`config.mk`:
```
export PLATFORM = sky130hd
export DESIGN_NAME = ahb_mtx_in_stage
export DESIGN_NICKNAME = d
export VERILOG_FILES = /design/src/rtl/ahb_mtx_pkg.sv /design/src/rtl/ahb_mtx_in_stage.sv
export SDC_FILE = /design/constraint.sdc
export NUM_CORES = 1
export LEC_CHECK = 0
export ABC_AREA = 1
export CELL_PAD_IN_SITES_DETAIL_PLACEMENT = 0
export CELL_PAD_IN_SITES_GLOBAL_PLACEMENT = 1
export CORE_ASPECT_RATIO = 1.2
export CORE_UTILIZATION = 31
export DETAILED_ROUTE_END_ITERATION = 8
export GPL_TIMING_DRIVEN = 0
export PLACE_DENSITY_LB_ADDON = 0.1
export REMOVE_ABC_BUFFERS = 1
export SLEW_MARGIN = 20
export SYNTH_ARGS = -nofsm -noshare
export SYNTH_HDL_FRONTEND = slang
export SYNTH_SLANG_ARGS = --single-unit
export TNS_END_PERCENT = 30
```
`constraint.sdc`:
```
create_clock -name HCLK -period 3.9 [get_ports HCLK]
set_clock_uncertainty 0.2 [all_clocks]
set_input_delay 0.78 -clock HCLK [delete_from_list [all_inputs] [get_ports HCLK]]
set_output_delay 0.78 -clock HCLK [all_outputs]
set_load 0.005 [all_outputs]
```
`src/rtl/ahb_mtx_pkg.sv`:
```
// Shared AHB encodings and the input-stage FSM state type for the bus matrix.
package ahb_mtx_pkg;

    typedef enum logic [1:0] {
        HTRANS_IDLE   = 2'b00,
        HTRANS_BUSY   = 2'b01,
        HTRANS_NONSEQ = 2'b10,
        HTRANS_SEQ    = 2'b11
    } htrans_t;

    typedef enum logic [1:0] {
        HRESP_OKAY  = 2'b00,
        HRESP_ERROR = 2'b01
    } hresp_t;

    typedef enum logic [1:0] {
        ST_IDLE = 2'b00,
        ST_HOLD = 2'b01,
        ST_DATA = 2'b10
    } in_state_t;

    typedef struct packed {
        logic [31:0] addr;
        logic [1:0]  trans;
        logic        write;
        logic [2:0]  size;
        logic [2:0]  burst;
        logic [3:0]  prot;
        logic        mastlock;
    } addr_ctrl_t;

endpackage

```
`src/rtl/ahb_mtx_in_stage.sv`:
```
// AHB matrix slave-port input stage: holds an address phase until the decoder grants it.
// Optional user sideband (HAUSERS/auser_op) is enabled with AHB_MTX_IN_STAGE_USER_EN.
//
// state | meaning
// IDLE  | no transfer pending; live address phase passed straight to the decoder
// HOLD  | address phase captured but not yet granted; master stalled
// DATA  | granted transfer in its data phase; slave ready/response forwarded
module ahb_mtx_in_stage
    import ahb_mtx_pkg::*;
(
    input  logic        HCLK,
    input  logic        HRESETn,
    input  logic        HSELS,
    input  logic [31:0] HADDRS,
    input  logic [1:0]  HTRANSS,
    input  logic        HWRITES,
    input  logic [2:0]  HSIZES,
    input  logic [2:0]  HBURSTS,
    input  logic [3:0]  HPROTS,
    input  logic        HMASTLOCKS,
    input  logic        HREADYS,
    output logic        HREADYOUTS,
    output logic [1:0]  HRESPS,
    output logic        sel_op,
    output logic [31:0] addr_op,
    output logic [1:0]  trans_op,
    output logic        write_op,
    output logic [2:0]  size_op,
    output logic [2:0]  burst_op,
    output logic [3:0]  prot_op,
    output logic        mastlock_op,
    output logic        held_tran_op,
    input  logic        active_op,
    input  logic        readyout_op,
    input  logic [1:0]  resp_op
`ifdef AHB_MTX_IN_STAGE_USER_EN
    ,
    input  logic [31:0] HAUSERS,
    output logic [31:0] auser_op
`endif
);

    in_state_t  state_q, state_d;
    addr_ctrl_t hold_q;
    logic       new_tran;

`ifdef AHB_MTX_IN_STAGE_USER_EN
    logic [31:0] auser_q;
`endif

    assign new_tran = HSELS & HREADYS & HTRANSS[1];

    always_ff @(posedge HCLK) begin
        if (!HRESETn) begin
            state_q <= ST_IDLE;
            hold_q  <= '0;
`ifdef AHB_MTX_IN_STAGE_USER_EN
            auser_q <= '0;
`endif
        end else begin
            state_q <= state_d;
            // The master is stalled while held, so a capture there would only clobber the pending transfer.
            if (new_tran && (state_q != ST_HOLD)) begin
                hold_q.addr     <= HADDRS;
                hold_q.trans    <= HTRANSS;
                hold_q.write    <= HWRITES;
                hold_q.size     <= HSIZES;
                hold_q.burst    <= HBURSTS;
                hold_q.prot     <= HPROTS;
                hold_q.mastlock <= HMASTLOCKS;
`ifdef AHB_MTX_IN_STAGE_USER_EN
                auser_q         <= HAUSERS;
`endif
            end
        end
    end

    always_comb begin
        state_d      = state_q;
        sel_op       = HSELS;
        addr_op      = HADDRS;
        trans_op     = HTRANSS;
        write_op     = HWRITES;
        size_op      = HSIZES;
        burst_op     = HBURSTS;
        prot_op      = HPROTS;
        mastlock_op  = HMASTLOCKS;
        held_tran_op = 1'b0;
        HREADYOUTS   = 1'b1;
        HRESPS       = HRESP_OKAY;
`ifdef AHB_MTX_IN_STAGE_USER_EN
        auser_op     = HAUSERS;
`endif
        case (state_q)
            ST_IDLE: begin
                if (new_tran)
                    state_d = active_op ? ST_DATA : ST_HOLD;
            end
            ST_HOLD: begin
                if (active_op)
                    state_d = ST_DATA;
                sel_op       = 1'b1;
                addr_op      = hold_q.addr;
                // Captured type is NONSEQ or SEQ; the stall breaks any burst, so present NONSEQ.
                trans_op     = hold_q.trans & HTRANS_NONSEQ;
                write_op     = hold_q.write;
                size_op      = hold_q.size;
                burst_op     = hold_q.burst;
                prot_op      = hold_q.prot;
                mastlock_op  = hold_q.mastlock;
                held_tran_op = 1'b1;
                HREADYOUTS   = 1'b0;
`ifdef AHB_MTX_IN_STAGE_USER_EN
                auser_op     = auser_q;
`endif
            end
            ST_DATA: begin
                HREADYOUTS = readyout_op;
                HRESPS     = resp_op;
                if (readyout_op) begin
                    if (new_tran)
                        state_d = active_op ? ST_DATA : ST_HOLD;
                    else
                        state_d = ST_IDLE;
                end
            end
            default: state_d = ST_IDLE;
        endcase
    end

endmodule

```
Yosys cells after proc, flatten, opt, wreduce, memory -nomap -nowiden
Cells that the tools add are included.
{"block": "word_totals", "ramBits": 0, "regBits": 48, "latchBits": 0, "in_bits": 54, "rom_bits": 0, "wordCells": 36, "mem_count": 0}
{"block": "classes", "shifts": 0, "mul": 0, "eq_ne": 6, "n_reduce_logical": 3, "n_bitwise": 2, "addsub": 0, "n_div": 0, "n_mux": 17, "magnitude_cmp": 0}
{"operator": "two-way mux 32 bit", "count": 1}
{"operator": "two-way mux 2 bit", "count": 7}
{"operator": "two-way mux 3 bit", "count": 2}
{"operator": "inequality test 2 bit (second input constant)", "count": 3}
{"operator": "one-hot mux 2 bit (3 select lines)", "count": 1}
{"operator": "two-way mux 1 bit", "count": 4}
{"operator": "two-way mux 4 bit", "count": 1}
{"operator": "AND reduction 3 bit", "count": 1}
{"operator": "AND 1 bit", "count": 2}
{"operator": "== test 2 x 1 -> 1 bit (second input constant)", "count": 1}
{"operator": "== test 2 bit (second input constant)", "count": 1}
{"operator": "logical NOT 2 bit", "count": 1}
{"operator": "inequality test 2 x 1 -> 1 bit (second input constant)", "count": 1}
{"operator": "one-hot mux 1 bit (2 select lines)", "count": 1}
{"operator": "logical AND 1 bit", "count": 1}

Longest topological paths before layout
Gate-level depths: netlist of the first run.
{"block": "depth", "depth_word": 5, "depth_mapped": 7}

Least setup slack after synthesis of the first run
OpenSTA, ideal clock, no wires.
{"block": "synth_timing", "path_type": "in2out", "startpoint": "input readyout_op", "endpoint": "output HREADYOUTS", "path_stages": 3, "arrival_time_ps": 1073, "slack_ps": 1847, "required_ps": 2920, "cell_sequence": "nand3b_1 -> inv_1 -> nor2_1"}
{"block": "synth_between", "elab_chain_cells": 1}
{"element": "from (decl)", "line": "ahb_mtx_in_stage.sv:34", "source": "input logic readyout_op,"}
{"element": "one-hot mux 1 bit (2 select lines)", "line": "ahb_mtx_in_stage.sv:94", "source": "case (state_q)"}
{"element": "to (decl)", "line": "ahb_mtx_in_stage.sv:22", "source": "output logic HREADYOUTS,"}
No other way between the ends.

Worst setup path in the final report of the first run
{"block": "layout_timing", "startpoint": "register state_q[0]", "endpoint": "output addr_op[24]"}
{"block": "layout_between", "elab_chain_cells": 2}
{"element": "from (decl)", "line": "ahb_mtx_in_stage.sv:43", "source": "in_state_t state_q, state_d;"}
{"element": "from (signal assigned)", "line": "ahb_mtx_in_stage.sv:61", "source": "state_q <= state_d;"}
{"element": "== test 2 x 1 -> 1 bit", "line": "ahb_mtx_in_stage.sv:94"}
{"element": "two-way mux 32 bit", "line": "ahb_mtx_in_stage.sv:94"}
{"element": "to (decl)", "line": "ahb_mtx_in_stage.sv:25", "source": "output logic [31:0] addr_op,"}
No other way between the ends.

==> results by group, run 1 <==
Outcome
  – Status: finished clean

Global route
  – Initial antenna violation count: 0
  – GR Overflow Total: 0
  – GRT Resource Usage Total: 0.144
  – Vias in the first global route: 2074
  – Largest net degree at the start of global routing: 46
  – First-pass GRT wire length: about 9100 um

Floorplan
  – Starting Density: 0.325
  – Chip width: approximately 80 um
  – CORE AREA: between 7000 and 8000 um2
  – Die Height: roughly 98 um
  – Rows: 34
  – Die Area: slightly above 8000 um2
  – Ports: around 110

STA
  – Final Cycle Share: 0.888
  – Min cycle time layout: between 3 and 4 ns
  – Worst-margin pin slew: around 1 ns
  – Final hold vios: 0
  – Final setup fails: 0
  – FMAX: between 0.2 and 0.3 GHz
  – RSZ-0062 raised after global routing: no
  – Setup TNS: 0 ns
  – Max-slew headroom: 0.332
  – Max-slew violations: 0

Final layout
  – Filler Cell Count: approximately 760
  – Share of cells above drive strength 1: 0.0804
  – Area Overhead vs Synth: 50.9%
  – Commonest non-fill, non-tap cell in the layout: clkdlybuf4s50_1
  – Most frequent cells in the layout: clkdlybuf4s50_1, nand2_1, nor2_1, inv_1, dfxtp_1
  – Final instance area: approximately 3600 um2
  – NumNets Final: ~480
  – Register Area: 941 um2
  – Multi-input logic area: 1120 um2
  – # diodes: 0

Clock tree
  – Clk_lat worst skew: 0.29 ns
  – Clock Tree Buf Depth: 2
  – CTS tree: yes
  – # Post-CTS Setup Buffers: 0
  – Post_cts resized: 0
  – Hold Buf Count CTS: 0
  – Root buffer cell: clkbuf_8
  – Clock slew at reported path FFs: around 0.08 ns
  – TritonCTS Buffers: 5
  – Sink Count: 47
  – H-tree lvl count: 2

Critical path
  – Crit start category: register
  – Critical Path, Cell by Cell: inv_2, nor2_4, buf_16, buf_16, nand2_1, o21ai_0, clkdlybuf4s50_1
  – Element type at the critical path end: primary output
  – Cell type of the slowest stage on the worst timing path: nor2_4
  – Reg-to-Reg End: hold_q[1]$_SDFFE_PN0P_
  – FF-to-FF Start: state_q[0]$_SDFFE_PN0P_
  – Reg2reg setup slack: between 1.5 and 2 ns
  – Worst Path Required: approximately 2.9 ns
  – Max stage delay on crit path: between 0.5 and 0.6 ns
  – Path depth of the worst reg2reg path: 7
  – Worst setup path category: reg2out
  – CP most frequent cell: buf_16
  – CP Max Fanout: 33
  – CP arrival: ~2.5 ns

Worst hold path
  – WHS Endpoint: hold_q[13]$_SDFFE_PN0P_
  – Cell count of the worst hold path: 2
  – Hold path start: hold_q[13]$_SDFFE_PN0P_
  – Tightest Hold Check Type: reg2reg

Pwr
  – Gate power share: 0.269
  – Power share of the clock group: 0.250
  – Int Power: approximately 800 uW
  – Reg power frac: 0.480
  – Leak: approximately 1.4 nW
  – Power density over the cells: between 300 and 400 nW/um2
  – Net switching power: 287 uW
  – Worst IR Drop VDD: 152 uV
  – Switching share of power: 0.264

Synth
  – Yosys warns: 0
  – Synthesized flop and latch total: 47
  – Area share of the largest cell type after synthesis: 0.393
  – Biggest area consumer among synthesized cells: dfxtp_1
  – Post-synthesis sequential area ratio: 0.393
  – Mapped Cells: around 330
  – Mapped cell area: ~2400 um2
  – Distinct cell type count after synthesis: 18
  – Largest cells by area after synthesis: dfxtp_1, a211oi_2, o21ai_0
  – Syn avg cell area: roughly 7.2 um2

Placement
  – GPL Wtd Cong: around 0.73
  – DP HPWL: 3830 um
  – Placed Instance Area: roughly 3500 um2
  – Number of port buffers: between 100 and 150

Job
  – Max-Cap Viols: 0

Route
  – Residual DRC: 0
  – Routed wire length: approximately 5500 um
  – Routed WL per cell: 10.6 um
  – Routed Antenna Nets: 0
  – Vias: 2335
  – TritonRoute pass-1 iters: 4
  – Avg Vias per Cell: about 4.6
  – Initial drt markers: around 120
==> area by class of cell <==
cell class / count / area share
repair buffers: 109 / 0.322
multi-input cells: 209 / 0.312
flip-flops and latches: 47 / 0.261
inverters: 52 / 0.0541
well taps: 90 / 0.0312
clock buffers: 6 / 0.0201
==> metal layers <==
metal,global-route usage,vias to the layer above,share of wire
li1,-,1245,-
met4,0.0486,0,0.011
met5,0,-,0
met3,0.0439,4,0.071
met2,0.245,66,0.46
met1,0.168,1020,0.46
==> cells by family (layout without fill, tap and decap cells) <==
logic type / after synthesis / after routing / synth area share
buf+inv: 75 / 167 / 0.137
simple gates: 120 / 120 / 0.199
flops: 47 / 47 / 0.393
compound gates: 89 / 89 / 0.271
==> how the worst max path moves through the flow <==
stage	start	end	slack, ns	depth (start not counted)
after floorplan	HSELS	hold_q[10]$_SDFFE_PN0P_	1.25	4
after global placement	state_q[0]$_SDFFE_PN0P_	addr_op[20]	0.23	5
after detailed placement	state_q[0]$_SDFFE_PN0P_	size_op[0]	0.74	7
after CTS	state_q[0]$_SDFFE_PN0P_	addr_op[24]	0.41	7
after global routing	state_q[0]$_SDFFE_PN0P_	addr_op[24]	0.19	7
final	state_q[0]$_SDFFE_PN0P_	addr_op[24]	0.44	7
==> critical path: cells and delay by family (launching register included) <==
| family | cells | cell delay, ns |
|---|---|---|
| buffers and inverters | 4 | 1.05 |
| AND/OR/NAND/NOR | 2 | 0.62 |
| AO/OA/AOI/OAI | 1 | 0.08 |
| flip-flops | 1 | 0.42 |
==> stage by stage <==
stage	util	power [mW]	setup slack, ns	hold slack (ns)	instances
after floorplan	-	0.648	1.25	0.241	308
after global placement	0.464	0.813	0.230	0.252	502
after detailed placement	0.481	0.830	0.741	0.265	507
after CTS	0.490	1.10	0.406	0.285	513
after global routing	0.490	1.16	0.190	0.308	513
final	0.490	1.09	0.438	0.278	513
==> synthesized netlist by cell type <==
cell / instances
nand2_1: 57
nor2_1: 55
inv_1: 50
dfxtp_1: 47
o21ai_0: 46
a211oi_1: 24
a211oi_2: 19
buf_2: 12
clkbuf_1: 5
buf_6: 3
nand3_1: 3
buf_4: 2
inv_2: 2
nor2_4: 2
buf_1: 1
nand3b_1: 1
nor3_1: 1
or2_2: 1
==> power groups by stage <==
stage | Sequential, mW | Clock (mW) | Combinational [mW]
2_1_floorplan | 0.530 | 0 | 0.118
3_3_place_gp | 0.532 | 0 | 0.280
3_5_place_dp | 0.533 | 0 | 0.296
4_1_cts | 0.522 | 0.285 | 0.298
5_1_grt | 0.526 | 0.306 | 0.327
6_report | 0.521 | 0.272 | 0.293
==> state kept, by name (all words and copies together) (netlist names) <==
| signal | cells |
|---|---|
| hold_q | 45 |
| state_q | 2 |
(Power assumes the default switching activity.)
==> run 2, diff against run 1 <==
--- a/config.mk
+++ b/config.mk
@@ -9,12 +9,13 @@
 export CELL_PAD_IN_SITES_DETAIL_PLACEMENT = 0
 export CELL_PAD_IN_SITES_GLOBAL_PLACEMENT = 1
 export CORE_ASPECT_RATIO = 1.2
-export CORE_UTILIZATION = 31
+export CORE_UTILIZATION = 26
+export CTS_CLUSTER_DIAMETER = 40
 export DETAILED_ROUTE_END_ITERATION = 8
 export GPL_TIMING_DRIVEN = 0
 export PLACE_DENSITY_LB_ADDON = 0.1
 export REMOVE_ABC_BUFFERS = 1
-export SLEW_MARGIN = 20
+export SLEW_MARGIN = 15
 export SYNTH_ARGS = -nofsm -noshare
 export SYNTH_HDL_FRONTEND = slang
 export SYNTH_SLANG_ARGS = --single-unit
==> constraint.sdc (replaced) <==
create_clock -name HCLK -period 2.9 [get_ports HCLK]
set_clock_uncertainty 0.2 [all_clocks]
set_input_delay 0.58 -clock HCLK [delete_from_list [all_inputs] [get_ports HCLK]]
set_output_delay 0.58 -clock HCLK [all_outputs]
set_load 0.005 [all_outputs]
==> run 2 against run 1 <==
  * First-iteration DRC count decreased by 25%
  * Critical path depth shrank 1
  * Wire length grew 12%
  * Register-to-register slack got worse by 1.0 ns
  * Final area up 1.9%
  * Die area grew 19%
  * Total power increased by 41%
==> results by group, run 2 (synthesis results as in run 1) <==
Global route
  – First-pass GRT wire length: 10100 um (+11%)
  – GRT Resource Usage Total: 0.133 (-0.0111)
  – Vias in the first global route: 2158 (+4.1%)
  – Initial antenna violation count: 0 (unchanged)
  – Largest net degree at the start of global routing: 46 (unchanged)
  – GR Overflow Total: 0 (unchanged)

Placement
  – Pre-CTS setup slack: 0.160 ns (-0.581 ns)
  – GPL Wtd Cong: 0.652 (-11%)
  – DP HPWL: 4140 um (+8.2%)
  – Number of port buffers: 104 (unchanged)
  – Placed Instance Area: 3560 um2 (+0.74%)

Pwr
  – Leak: 1.44 nW (+1.2%)
  – Power density over the cells: 417 nW/um2 (+39%)
  – Design Power: 1.53 mW (+41%)
  – Worst IR Drop VDD: 174 uV (+14%)

Final layout
  – Most frequent cells in the layout: clkdlybuf4s50_1, nand2_1, nor2_1, inv_1, dfxtp_1
  – Share of cells above drive strength 1: 0.0890 (+0.00861)
  – Most flops, register: hold_q
  – # diodes: 0 (unchanged)
  – Area Overhead vs Synth: 53.7%
  – Max reg flops: 45 (unchanged)
  – Post-Route Utilization: 0.420 (-0.0702)
  – NumNets Final: 480 (+0.42%)
  – Filler Cell Count: 901 (+19%)
  – Commonest non-fill, non-tap cell in the layout: clkdlybuf4s50_1
  – Final instance area: 3680 um2 (+1.9%)
  – Biggest regs: hold_q x45, state_q x2

Floorplan
  – Die Height: 107 um (+9.0%)
  – Starting Density: 0.273 (-0.0516)
  – CORE AREA: 8750 um2 (+19%)
  – Rows: 37 (+8.8%)
  – Chip width: 89.6 um (+9.0%)
  – Die Area: 9590 um2 (+19%)
  – Ports: 105 (unchanged)

STA
  – Max-slew headroom: 0.284 (-0.0478)
  – FMAX: ~0.37 GHz
  – RSZ-0062 raised after global routing: no
  – Setup slack after layout: 0.187 ns (-0.251 ns)
  – Final setup fails: 0 (unchanged)
  – Setup TNS: 0 ns (unchanged)
  – Worst-margin pin slew: 1.07 ns (+0.0701 ns)
  – Min cycle time layout: 2.71 ns
  – Final Cycle Share: 0.936
  – Max-slew violations: 0 (unchanged)
  – Final hold vios: 0 (unchanged)

Worst hold path
  – Cell count of the worst hold path: 2 (unchanged)
  – Tightest Hold Check Type: reg2reg
  – Hold path start: hold_q[13]$_SDFFE_PN0P_

Clock tree
  – Clk_lat worst skew: 0.29 ns (about the same)
  – Root buffer cell: clkbuf_8
  – TritonCTS Buffers: 5 (unchanged)
  – Clock slew at reported path FFs: 0.09 ns (about the same)
  – CTS tree: yes
  – Sink Count: 47 (unchanged)
  – Post_cts resized: 0 (unchanged)
  – Clock Tree Buf Depth: 2 (unchanged)
  – Hold Buf Count CTS: 0 (unchanged)
  – H-tree lvl count: 2 (unchanged)
  – # Post-CTS Setup Buffers: 1 (+1)

Route
  – TritonRoute pass-1 iters: 4 (unchanged)
  – Initial drt markers: 86 (-25%)
  – Vias: 2379 (+1.9%)
  – Residual DRC: 0 (unchanged)
  – Routed Antenna Nets: 0 (unchanged)
  – Avg Vias per Cell: 4.37 (-3.9%)
  – Routed WL per cell: 11.3 um (+6.1%)
  – Routed wire length: 6140 um (+12%)

Critical path
  – Crit start category: register
  – Element type at the critical path end: primary output
  – Max stage delay on crit path: 0.55 ns (about the same)
  – FF-to-FF Start: state_q[1]$_SDFFE_PN0P_
  – CP arrival: 1.93 ns (-0.55 ns)
  – Reg2reg setup slack: 0.69 ns (-1.02 ns)
  – Cell type of the slowest stage on the worst timing path: clkdlybuf4s50_1
  – Worst setup path category: reg2out
  – Reg-to-Reg End: hold_q[37]$_SDFFE_PN0P_
  – Worst Setup SP: state_q[0]$_SDFFE_PN0P_
  – Path depth of the worst reg2reg path: 7 (unchanged)
  – Critical Path, Cell by Cell: inv_2, nor2_4, buf_12, nand2_1, o21ai_0, clkdlybuf4s50_1
  – Critical Path End: size_op[1]
  – CP Max Fanout: 37 (+12%)
  – Worst Path Required: 2.12 ns (-0.80 ns)

Outcome
  – Status: finished clean

Job
  – Max-Cap Viols: 0 (unchanged)
run 2: cell count changes in the layout (fill, tap and decap cells not counted), sizes merged:
cell    change
nor2        +1
clkbuf      +2
buf         +1
run 2: worst min-delay path by stage:
stage          slack, ns                       to
6_report            0.29  hold_q[13]$_SDFFE_PN0P_
4_1_cts             0.29  hold_q[13]$_SDFFE_PN0P_
2_1_floorplan       0.24  hold_q[13]$_SDFFE_PN0P_
3_3_place_gp        0.25  hold_q[13]$_SDFFE_PN0P_
3_5_place_dp        0.27  hold_q[13]$_SDFFE_PN0P_
5_1_grt             0.30  hold_q[13]$_SDFFE_PN0P_
run 2: metrics by stage:
stage	hold WS (ns)	instances
2_1_floorplan	0.241	308
3_3_place_gp	0.250	529
3_5_place_dp	0.268	534
4_1_cts	0.290	544
5_1_grt	0.301	544
6_report	0.285	544
run 2: layer usage:
layer,vias to the layer above,part of all wire,wire length [um],GRT usage
met5,-,0,0,0
met4,0,0.011,68,0.0374
met3,5,0.063,385,0.0354
met2,61,0.49,2990,0.229
met1,1054,0.44,2700,0.160
li1,1259,-,-,-
run 2: power by group:
part / switching, mW / total [mW] / internal, mW
Combinational: 0.167 / 0.399 / 0.231
Sequential: 0.0207 / 0.703 / 0.682
Clock: 0.215 / 0.433 / 0.218
run 2: area by class of cell:
cell class                 instances  area (um2)  share of cell area
multi-input combinational        210        1130               0.308
clock buffer                       8         100              0.0272
sequential                        47         941               0.256
timing repair buffer             110        1160               0.316
inverter                          52         195              0.0531
tap                              117         146              0.0398
run 2: worst max-delay path: cells and delay by family, from the launching register on:
family                 cells  cell delay [ns]
and+or+nand+nor            2             0.26
AOI/OAI and AO/OA          1             0.09
buffers and inverters      3             0.86
DFF                        1             0.42
==> run 3, diff against run 2 <==
--- a/config.mk
+++ b/config.mk
@@ -9,6 +9,7 @@
 export CELL_PAD_IN_SITES_DETAIL_PLACEMENT = 0
 export CELL_PAD_IN_SITES_GLOBAL_PLACEMENT = 1
 export CORE_ASPECT_RATIO = 1.2
+export CORE_MARGIN = 4
 export CORE_UTILIZATION = 26
 export CTS_CLUSTER_DIAMETER = 40
 export DETAILED_ROUTE_END_ITERATION = 8
==> run 3 against run 2 <==
  * Clock power shrank 15%
  * Largest power group unchanged
  * Critical path depth grew 1
  * Final cell count grew 0.92%
  * Die area grew 13%
  * Highest routed layer unchanged
  * Sequential power is essentially flat
  * Register-to-register slack is essentially flat
  * Sequential cell count is the same
  * First-iteration DRC count shrank 40%
  * Global-route usage shrank 1.4 points
  * Via count grew 1.6%
  * Largest cell class unchanged
  * Total power shrank 3.0%
  * Non-clock buffer count grew 4
  * Critical path type unchanged
==> results by group, run 3 (synthesis results as in run 1) <==
Outcome
  – Status: finished clean

Clock tree
  – H-tree lvl count: 2 (unchanged)
  – Clock Tree Buf Depth: 2 (unchanged)
  – Sink Count: 47 (unchanged)
  – Clk_lat worst skew: 0.29 ns (about the same)
  – Clock slew at reported path FFs: 0.09 ns (about the same)
  – TritonCTS Buffers: 5 (unchanged)
  – Root buffer cell: clkbuf_8
  – CTS tree: yes

Global route
  – First-pass GRT wire length: 10400 um (+3.0%)
  – GR Overflow Total: 0 (unchanged)
  – Initial antenna violation count: 0 (unchanged)
  – Vias in the first global route: 2209 (+2.4%)
  – GRT Resource Usage Total: 0.119 (-0.0144)
  – Largest net degree at the start of global routing: 46 (unchanged)

Pwr
  – Worst IR Drop VDD: 153 uV (-12%)
  – Power density over the cells: 399 nW/um2 (-4.3%)
  – Leak: 1.46 nW (+1.6%)

STA
  – Final Cycle Share: 0.935 (about the same)
  – Worst-margin pin slew: 1.06 ns (-0.0164 ns)
  – FMAX: 0.369 GHz (about the same)
  – Setup TNS: 0 ns (unchanged)
  – Min cycle time layout: 2.71 ns (-0.00180 ns)
  – Max-slew headroom: 0.295 (+0.0109)
  – RSZ-0062 raised after global routing: no
  – Final hold vios: 0 (unchanged)
  – Max-slew violations: 0 (unchanged)
  – Final setup fails: 0 (unchanged)

Job
  – Max-Cap Viols: 0 (unchanged)

Critical path
  – CP arrival: 1.93 ns (about the same)
  – Crit start category: register
  – Worst Path Required: 2.12 ns (about the same)
  – Element type at the critical path end: primary output
  – Worst setup path category: reg2out
  – CP Max Fanout: 20 (-46%)

Final layout
  – Multi-input logic area: 1130 um2 (unchanged)
  – Register Area: 943 um2 (+0.27%)
  – Filler Cell Count: 992 (+10%)
  – Post-Route Utilization: 0.413 (-0.00754)
  – Area Overhead vs Synth: 55.9%
  – Commonest non-fill, non-tap cell in the layout: clkdlybuf4s50_1
  – Share of cells above drive strength 1: 0.0979 (+0.00891)
  – Most flops, register: hold_q
  – NumNets Final: 484 (+0.83%)
  – Most frequent cells in the layout: clkdlybuf4s50_1, nand2_1, nor2_1, inv_1, o21ai_0
  – Biggest regs: hold_q x45, state_q x2
  – # diodes: 0 (unchanged)
  – Max reg flops: 45 (unchanged)

Route
  – Residual DRC: 0 (unchanged)
  – Vias: 2417 (+1.6%)
  – Avg Vias per Cell: 4.40 (+0.67%)
  – TritonRoute pass-1 iters: 4 (unchanged)
  – Initial drt markers: 52 (-40%)
  – Routed WL per cell: 12.5 um (+10%)
  – Routed Antenna Nets: 0 (unchanged)
  – Routed wire length: 6840 um (+11%)

Worst hold path
  – Tightest Hold Check Type: reg2reg

Floorplan
  – Die Height: 113 um (+5.6%)
  – Starting Density: 0.265 (-0.00860)
  – Ports: 105 (unchanged)
  – Die Area: 10800 um2 (+13%)
  – Chip width: 95.6 um (+6.7%)
  – CORE AREA: 9030 um2 (+3.2%)
  – Rows: 38 (+2.7%)

Placement
  – GPL Wtd Cong: 0.713 (+9.3%)
  – DP HPWL: 4440 um (+7.1%)
  – Number of port buffers: 104 (unchanged)
run 3: cell count changes in the layout (fill, tap and decap cells not counted), sizes merged:
| cell | previous run | this run |
|---|---|---|
| buf | 6 | 8 |
run 3: path summary, 6_finish.rpt:
path,start,to,slack (ns),cells past startpoint
worst max-delay path,state_q[0]$_SDFFE_PN0P_,size_op[0],0.19,7
worst min-delay path,hold_q[13]$_SDFFE_PN0P_,hold_q[13]$_SDFFE_PN0P_,0.29,2
worst max register to register,state_q[0]$_SDFFE_PN0P_,hold_q[40]$_SDFFE_PN0P_,0.68,9
worst min register to register,hold_q[13]$_SDFFE_PN0P_,hold_q[13]$_SDFFE_PN0P_,0.29,2
run 3: what timing repair did:
item / in CTS / in global routing
cloned: 1 / 2
hold buffers: 0 / 0
pin swaps: 1 / 1
buffers inserted: 1 / 2
setup endpoints to repair: 37 / 17
gates resized for setup: 1 / 2
endpoints found under the hold margin: 0 / 0
run 3: report_power, final:
part	leakage (nW)	switching [mW]	internal (mW)
registers	0.385	0.0210	0.682
clock network	0.0371	0.205	0.161
logic	1.04	0.176	0.243
run 3: final cells by class:
type	count	area share
inverter	52	0.0523
timing repair buffer	114	0.332
multi-input combinational	210	0.303
sequential	47	0.253
clock buffer	6	0.0195
tap	120	0.0403
run 3: critical path: stages (launching register included):
cell,delay [ns]
dfxtp_2,0.39
inv_2,0.09
nor2_4,0.13
buf_12,0.18
buf_16,0.16
nand2_1,0.05
o21ai_0,0.09
clkdlybuf4s50_1,0.54
run 3: per-stage QoR:
stage	instances	total power, mW	hold WS, ns	setup slack (ns)	instance area (um2)
floorplan	308	0.872	0.241	0.280	2260
global placement	532	1.10	0.251	-0.787	3450
detailed placement	537	1.12	0.269	0.0724	3570
CTS	545	1.51	0.291	0.0768	3650
global route	549	1.60	0.311	0.0466	3730
finish	549	1.49	0.288	0.189	3730
run 3: layer usage:
layer  share of wire  track usage
met1            0.48        0.159
met2            0.45        0.187
met3           0.061       0.0339
met4           0.011       0.0313
met5               0            0
